`src/rtl/npc_ras_unit_pkg.sv`:
```
// Shared NPC operation encodings, default reset/exception addresses and fetch FSM states.
package npc_ras_unit_pkg;

  localparam logic [2:0] NPC_PLUS4  = 3'd0;
  localparam logic [2:0] NPC_BRANCH = 3'd1;
  localparam logic [2:0] NPC_JUMP   = 3'd2;
  localparam logic [2:0] NPC_JR     = 3'd3;
  localparam logic [2:0] NPC_RET    = 3'd4;

  localparam logic [31:0] DEF_RESET_PC = 32'h0000_3000;
  localparam logic [31:0] DEF_EXC_VEC  = 32'h0000_4180;

  typedef enum logic [1:0] {
    StBoot,
    StRun,
    StHold
  } npc_state_e;

endpackage

```
`src/rtl/npc_ras_stack.sv`:
```
// Circular return-address LIFO with push, pop and replace-top; a push when full
// overwrites the oldest entry and sets the sticky ovf flag.
module npc_ras_stack #(
  parameter int unsigned WIDTH = 32,
  parameter int unsigned DEPTH = 4
) (
  input  logic             clk,
  input  logic             rst,
  input  logic             push,
  input  logic             pop,
  input  logic             replace,
  input  logic [WIDTH-1:0] din,
  output logic [WIDTH-1:0] top,
  output logic             empty,
  output logic             ovf
);

  localparam int unsigned PW = $clog2(DEPTH);
  localparam int unsigned CW = $clog2(DEPTH + 1);

  logic [WIDTH-1:0] mem_q [DEPTH];
  logic [PW-1:0]    top_q, top_d, wr_ptr;
  logic [CW-1:0]    cnt_q, cnt_d;
  logic             ovf_q, ovf_d, wr_en, full;

  assign empty = (cnt_q == '0);
  assign full  = (cnt_q == CW'(DEPTH));
  assign top   = mem_q[top_q];
  assign ovf   = ovf_q;

  always_comb begin
    top_d  = top_q;
    cnt_d  = cnt_q;
    ovf_d  = ovf_q;
    wr_en  = 1'b0;
    wr_ptr = top_q;
    // Replace on an empty stack has nothing to replace, so it becomes a push.
    if (push || (replace && empty)) begin
      wr_en  = 1'b1;
      wr_ptr = top_q + PW'(1);
      top_d  = wr_ptr;
      if (full) ovf_d = 1'b1;
      else      cnt_d = cnt_q + CW'(1);
    end else if (replace) begin
      wr_en = 1'b1;
    end else if (pop && !empty) begin
      top_d = top_q - PW'(1);
      cnt_d = cnt_q - CW'(1);
    end
  end

  always_ff @(posedge clk) begin
    if (rst) begin
      top_q <= '0;
      cnt_q <= '0;
      ovf_q <= 1'b0;
    end else begin
      top_q <= top_d;
      cnt_q <= cnt_d;
      ovf_q <= ovf_d;
    end
  end

  always_ff @(posedge clk) begin
    if (wr_en) mem_q[wr_ptr] <= din;
  end

endmodule

```
`src/rtl/npc_ras_unit.sv`:
```
// Fetch PC register, next-PC selection and return-address prediction with valid/ready fetch.
// Optional NPC_MISALIGN_EN: misaligned JR/RET register targets redirect to EXC_VEC, add misalign.
module npc_ras_unit
  import npc_ras_unit_pkg::*;
#(
  parameter int unsigned WIDTH     = 32,
  parameter logic [31:0] RESET_PC  = DEF_RESET_PC,
  parameter logic [31:0] EXC_VEC   = DEF_EXC_VEC,
  parameter int unsigned RAS_DEPTH = 4
) (
  input  logic             clk,
  input  logic             rst,
  input  logic [2:0]       npc_op,
  input  logic [25:0]      imm,
  input  logic [WIDTH-1:0] rs_data,
  input  logic             link,
  input  logic             exc,
  input  logic             stall,
  input  logic             req_ready,
  output logic [WIDTH-1:0] pc,
  output logic             pc_valid,
  output logic [WIDTH-1:0] npc,
  output logic             ras_empty,
  output logic             ras_ovf
`ifdef NPC_MISALIGN_EN
  ,
  output logic             misalign
`endif
);

  localparam logic [WIDTH-1:0] RstPc  = WIDTH'(RESET_PC);
  localparam logic [WIDTH-1:0] ExcVec = WIDTH'(EXC_VEC);

  npc_state_e       state_q, state_d;
  logic [WIDTH-1:0] pc_q, p4, br_off, jr_tgt, ras_top;
  logic             advance, ras_en, ras_push, ras_pop, ras_replace;
  logic             unused_rs_low;

  assign p4            = pc_q + WIDTH'(4);
  assign br_off        = {{(WIDTH - 18){imm[15]}}, imm[15:0], 2'b00};
  assign jr_tgt        = {rs_data[WIDTH-1:2], 2'b00};
  assign pc            = pc_q;
  assign unused_rs_low = ^rs_data[1:0];

  always_ff @(posedge clk) begin
    if (rst) state_q <= StBoot;
    else     state_q <= state_d;
  end

  always_comb begin
    state_d = state_q;
    unique case (state_q)
      StBoot:        state_d = StRun;
      StRun, StHold: state_d = (exc || advance) ? StRun : StHold;
      default:       state_d = StBoot;
    endcase
  end

  always_comb begin
    pc_valid = (state_q != StBoot);
    advance  = pc_valid && req_ready && !stall;
  end

  always_comb begin
    npc = p4;
`ifdef NPC_MISALIGN_EN
    misalign = 1'b0;
`endif
    case (npc_op)
      NPC_BRANCH: npc = p4 + br_off;
      NPC_JUMP:   npc = {p4[WIDTH-1:28], imm, 2'b00};
      NPC_JR: begin
        npc = jr_tgt;
`ifdef NPC_MISALIGN_EN
        misalign = |rs_data[1:0];
`endif
      end
      NPC_RET: begin
        if (!ras_empty) begin
          npc = ras_top;
        end else begin
          npc = jr_tgt;
`ifdef NPC_MISALIGN_EN
          misalign = |rs_data[1:0];
`endif
        end
      end
      default:    npc = p4;
    endcase
`ifdef NPC_MISALIGN_EN
    if (misalign) npc = ExcVec;
`endif
    if (exc) npc = ExcVec;
  end

  // npc already carries EXC_VEC when exc is set, so one update path covers both.
  always_ff @(posedge clk) begin
    if (rst)                               pc_q <= RstPc;
    else if (pc_valid && (exc || advance)) pc_q <= npc;
  end

  assign ras_en      = advance && !exc;
  assign ras_push    = ras_en && link && (npc_op != NPC_RET);
  assign ras_pop     = ras_en && !link && (npc_op == NPC_RET);
  assign ras_replace = ras_en && link && (npc_op == NPC_RET);

  npc_ras_stack #(
    .WIDTH (WIDTH),
    .DEPTH (RAS_DEPTH)
  ) u_ras (
    .clk     (clk),
    .rst     (rst),
    .push    (ras_push),
    .pop     (ras_pop),
    .replace (ras_replace),
    .din     (p4),
    .top     (ras_top),
    .empty   (ras_empty),
    .ovf     (ras_ovf)
  );

endmodule
```
`config.mk`:
```
export PLATFORM = sky130hd
export DESIGN_NAME = npc_ras_unit
export DESIGN_NICKNAME = d
export VERILOG_FILES = /design/src/rtl/npc_ras_unit_pkg.sv /design/src/rtl/npc_ras_stack.sv /design/src/rtl/npc_ras_unit.sv
export SDC_FILE = /design/constraint.sdc
export NUM_CORES = 1
export LEC_CHECK = 0
export BUFFER_PORTS_ARGS = -buffer_cell sky130_fd_sc_hd__buf_2
export CAP_MARGIN = 20
export CORE_MARGIN = 5
export CORE_UTILIZATION = 40
export CTS_CLUSTER_DIAMETER = 120
export DETAILED_ROUTE_END_ITERATION = 7
export HOLD_SLACK_MARGIN = 0.08
export PLACE_DENSITY = 0.62
export SKIP_LAST_GASP = 1
export SLEW_MARGIN = 0
export SYNTH_ARGS = -nofsm -noshare
export SYNTH_HDL_FRONTEND = slang
export SYNTH_SLANG_ARGS = --single-unit
```
`constraint.sdc`:
```
create_clock -name clk -period 14.02 [get_ports clk]
set_input_delay 2.804 -clock clk [delete_from_list [all_inputs] [get_ports clk]]
set_output_delay 2.804 -clock clk [all_outputs]
set_load 0.05 [all_outputs]
```
# After elaboration in Yosys (flattened, before gate mapping)
# Memory sizes are Yosys's and may differ from the RTL's. A register that Yosys moved wholly into a read port is not among the register bits.
# Index checks and enable logic that the tools add are counted.
[totals]
mem_count = 1
ram_bits = 128
inputBits = 67
regBits = 40
word_cells = 66
[memory_table]
columns = ["name", "depth", "word_bits", "read_ports", "rd_clocked_by_memory_dff", "wr", "line", "rtl"]
rows = [
  ["u_ras.mem_q", 4, 32, 1, 1, 1, "npc_ras_stack.sv:21", "logic [WIDTH-1:0] mem_q [DEPTH];"],
]
[classes]
reduce_logical = 25
muxes = 19
n_eq_ne = 10
n_addsub = 6
[ops]
columns = ["operator", "count"]
rows = [
  ["$pmux 32 s4", 1],
  ["$mux 32", 2],
  ["$add 32x3->32 const B", 1],
  ["$add 32x32->32", 1],
  ["$mux 2", 7],
  ["$mux 3", 4],
  ["$logic_and 1x1->1", 11],
  ["$eq 3x2->1 const B", 2],
  ["$eq 3x3->1 const B", 2],
  ["$logic_not 1->1", 4],
  ["$mux 1", 4],
  ["$ne 2x2->1 const B", 2],
  ["$pmux 2 s2", 1],
  ["$reduce_and 2->1", 2],
  ["$reduce_bool 2->1", 2],
  ["$add 3x1->3 const B", 1],
  ["$eq 3x1->1 const B", 1],
  ["$logic_not 3->1", 1],
  ["$ne 3x3->1 const B", 1],
  ["$reduce_and 3->1", 1],
  ["$sub 3x1->3 const B", 1],
  ["$add 2x1->2 const B", 1],
  ["$eq 2x1->1 const B", 1],
  ["$eq 2x2->1 const B", 1],
  ["4 further kinds", 5],
]

# Depth between registers and ports, before layout
[depth]
ltp_word = 12
ltp_mapped = 16
ltp_nobuf = 15

# Hierarchy
# Synthesis repeated with hierarchy kept, for this count alone.
[unflattened]
hier_cells = 878
area_unflattened_um2 = 9899.5
[by_module_without_submodules]
columns = ["module", "cells_each", "seq_area_each_um2", "n_inst", "area_per_inst_um2"]
rows = [
  ["npc_ras_stack", 223, 4003.8, 1, 5114.9],
  ["npc_ras_unit", 655, 680.7, 1, 4784.6],
]

# Least setup slack after synthesis
# Ideal clock, no wire load.
[synth_path]
kind = "input to output"
from = "input imm[10]"
to = "output npc[29]"
arrival_time_ps = 5860
stages = 10
setup_slack_ps = 5356
cell_sequence = "ha_1 -> and2_4 -> buf_6 -> nand3_1 -> a2111oi_2 -> o21bai_1 -> a21o_1 -> a2111oi_0 -> a211oi_1 -> o31ai_1"
[synth_via]
elab_chain_len = 3
[synth_lines]
columns = ["element", "line", "rtl"]
rows = [
  ["start, declared", "npc_ras_unit.sv:14", "input logic [25:0] imm,"],
  ["$add 32x32->32", "npc_ras_unit.sv:70", "NPC_BRANCH: npc = p4 + br_off;"],
  ["$pmux 32 s4", "npc_ras_unit.sv:69", "case (npc_op)"],
  ["$mux 32", "npc_ras_unit.sv:93", "if (exc) npc = ExcVec;"],
  ["end, declared", "npc_ras_unit.sv:22", "output logic [WIDTH-1:0] npc,"],
]
# No other way between the ends.

# Worst setup path after layout
[layout_path]
from = "input imm[0]"
to = "output npc[26]"
# Same word-level chain as after synthesis.

==> metrics.csv <==
stage;metric;value;unit
run_status;status;finished clean;
worst_hold_path;hold path depth;2;
setup_path;Reg-to-Reg End;pc[28]$_SDFFE_PP0P_;
synth;Post-Syn Area;10200;um2
setup_path;CP max FO;5;
timing;post-route setup slack;4.99;ns
synth;syn_nets;1106;
setup_path;Req. time, crit path;11.22;ns
clock_tree;Max Buffers Root-to-Sink;2;
timing;final setup vio count;0;
clock_tree;post-CTS setup buffers;0;
route;Final ANT Viol Nets;0;
floorplanning;die area;28800;um2
synth;synth unique cells;76;
finish;Register Area;4690;um2
placed_design;Place WS;5.06;ns
clock_tree;CTS tree;built;
clock_tree;CTS buffer count;17;
finish;# fillers;2316;
clock_tree;Worst-Skew Late Latency;0.43;ns
placed_design;post-DP HPWL;23300;um
synth;Async SR Flop Fraction;0;
synth;Synth Instances;998;
synth;number of flops mapped to enable cells by yosys;128;
pwr;Tot Pwr;1.32;mW
synth;most instantiated cells after synthesis;nand2_1, edfxtp_1, nor2_1;
setup_path;WP data arrival;6.23;ns
pwr;sequential power share;0.419;
global_routing;maximum number of pins on one net before global-route repair;45;
global_routing;first-pass GRT wire length;52300;um
setup_path;crit start category;input pin;
route;final WL;34700;um
route;mean routed wirelength per cell;23.9;um
synth;Yosys top cell area share;0.376;
floorplanning;Die X;170;um
route;Pre-antenna DRT Iters;5;
synth;top cells by area, synth;edfxtp_1, dfxtp_1, mux4_2;
worst_hold_path;Hold Crit Start;u_ras.ovf$_SDFFE_PP0P_;
route;DRT iter0 DRCs;894;
timing;Slew @ Worst Pin;1.10;ns
finish;area grow syn2layout;16.3;%
route;via/cell ratio;6.07;
pwr;clock power share;0.390;
timing;post-route minimum period;9.03;ns
setup_path;Crit Path Class;in -> out;
pwr;leakage;4.64;nW
worst_hold_path;Hold Path End;u_ras.ovf$_SDFFE_PP0P_;
timing;RSZ-0062 raised after global routing;false;
synth;Yosys warnings;0;
flow_run;MaxCap Viol Count;0;
floorplanning;I/O pin total;134;
timing;clock skew;0.0125;ns
timing;setup_tns;0;ns
floorplanning;Starting Density;0.406;
pwr;switching share of power;0.302;
setup_path;R2R cell count;13;
synth;Most used DFF post-synth;edfxtp_1;
pwr;Net Switching;0.400;mW
clock_tree;Post-CTS Resized;0;
finish;nets@finish;1220;
synth;area leader, netlist;edfxtp_1;
clock_tree;Root Buffer;clkbuf_16;
timing;Final Cycle Share;0.644;
synth;flops & latches, synth;170;
pwr;power share of the combinational group;0.190;
clock_tree;H-tree Lvls;4;
clock_tree;CTS Hold Bufs;0;
synth;sequential-to-total area share from yosys stat;0.459;
placed_design;Final Wtd Congestion;0.913;
clock_tree;clock sinks;170;
floorplanning;die height;170;um
route;Vias;8836;
setup_path;Reg2Reg Launch Point;pc[5]$_SDFFE_PP0P_;
placed_design;I/O Buffers;131;
global_routing;All-Layer GR Usage;0.239;
timing;Final Max Tran Viols;0;
global_routing;initial antenna violation count;0;
finish;area of the multi-input gates;5230;um2
pwr;worst vdd ir;0.0796;mV
timing;Fin. Hold Viols;0;
pwr;PwrDens;112;nW/um2
clock_tree;Worst-path clk slew;0.06;ns
timing;Highest Clock Rate;0.111;GHz
global_routing;vias in the first global route;8619;
worst_hold_path;Hold WC Path Type;reg -> reg;
pwr;cell internal pwr;0.924;mW
setup_path;reg2reg setup slack;9.16;ns
finish;Inserted Diodes;0;
synth;Avg Inst Size Synth;10.2;um2
global_routing;gr ovfl total;0;
floorplanning;Rows;58;
route;DRC viols;0;
synth;most frequent cell after synthesis;nand2_1;
timing;max_slew headroom;0.265;
finish;final core occ;0.472;
floorplanning;core area;25200;um2
finish;layout cell share with drive strength beyond 1;0.211;
setup_path;crit end category;primary output;
[cell type report]
type | count | area share
inverters | 32 | 0.0101
clock buffers | 18 | 0.0361
repair buffers | 148 | 0.0660
flip-flops and latches | 170 | 0.395
clock inverters | 14 | 0.0177
well taps | 330 | 0.0348
multi-input cells | 743 | 0.441
[worst max-delay path, stage by stage]
cell and delay (ns):
buf_2 0.11, ha_1 0.17, inv_1 0.05, fa_1 0.41, nor2b_1 0.17, o2111ai_1 0.27, a211oi_1 0.45, o211ai_1 0.24
a21oi_1 0.35, nor3_1 0.09, o41ai_1 0.55, and2_1 0.27, buf_2 0.29
[registers in the layout, indices dropped and copies added, names as in the netlist, named ones only]
signal / cells
u_ras.top_q: 2
pc: 32
state_q: 2
u_ras.mem_q: 128
u_ras.ovf: 1
u_ras.cnt_q: 3
[worst max path at each step]
| stage | start | endpoint | depth (start not counted) |
|---|---|---|---|
| 2_1_floorplan | imm[10] | npc[29] | 10 |
| 3_3_place_gp | imm[0] | npc[26] | 13 |
| 3_5_place_dp | imm[0] | npc[26] | 13 |
| 4_1_cts | imm[0] | npc[26] | 13 |
| 5_1_grt | imm[0] | npc[26] | 13 |
| 6_report | imm[0] | npc[26] | 13 |
[stage by stage]
step                std cells  hold slack, ns  area, um2
floorplan                 998           0.458      10200
global placement         1422           0.449      11200
detailed placement       1423           0.463      11200
CTS                      1455           0.478      11900
global route             1455           0.532      11900
finish                   1455           0.474      11900
[power by group through the flow]
stage          Clock [mW]  Sequential (mW)  Combinational, mW
2_1_floorplan           0            0.579              0.157
3_3_place_gp            0            0.566              0.247
3_5_place_dp            0            0.566              0.248
4_1_cts             0.522            0.555              0.250
5_1_grt             0.545            0.556              0.270
6_report            0.517            0.555              0.252
[layer usage]
metal | track usage | part of all wire | vias up
li1 | - | - | 3995
met1 | 0.323 | 0.42 | 4334
met2 | 0.391 | 0.48 | 443
met3 | 0.0377 | 0.080 | 64
met4 | 0.0847 | 0.029 | 0
met5 | 0 | 0 | -
[cells by family (layout without fill, tap and decap cells)]
| family | count (synthesis) | after routing | share of synthesized area |
|---|---|---|---|
| AO/OA/AOI/OAI | 241 | 241 | 0.158 |
| XOR/XNOR | 47 | 47 | 0.0403 |
| adder cells (fa/ha/maj) | 41 | 41 | 0.0517 |
| buffers and inverters | 85 | 212 | 0.0336 |
| flip-flops | 170 | 170 | 0.459 |
| multiplexers | 43 | 43 | 0.0853 |
| AND/OR/NAND/NOR | 371 | 371 | 0.172 |
[layout by cell type, fill, tap and decap left out, types with 10 or more instances in the layout]
cell / n
o31ai_1: 13
a31oi_1: 24
edfxtp_1: 128
or3_1: 10
a21oi_1: 65
nor2_1: 77
xor2_1: 21
o21ai_0: 30
ha_1: 39
dfxtp_1: 41
mux4_2: 35
and3_1: 14
o21ai_1: 16
nand3_1: 29
a21o_1: 11
nor3_1: 24
inv_1: 28
buf_4: 17
a221oi_1: 16
nand2b_1: 13
buf_2: 131
nand4_1: 19
clkbuf_16: 17
xnor2_1: 25
nand2_1: 136
No activity file was read; power rests on OpenSTA's default activity.
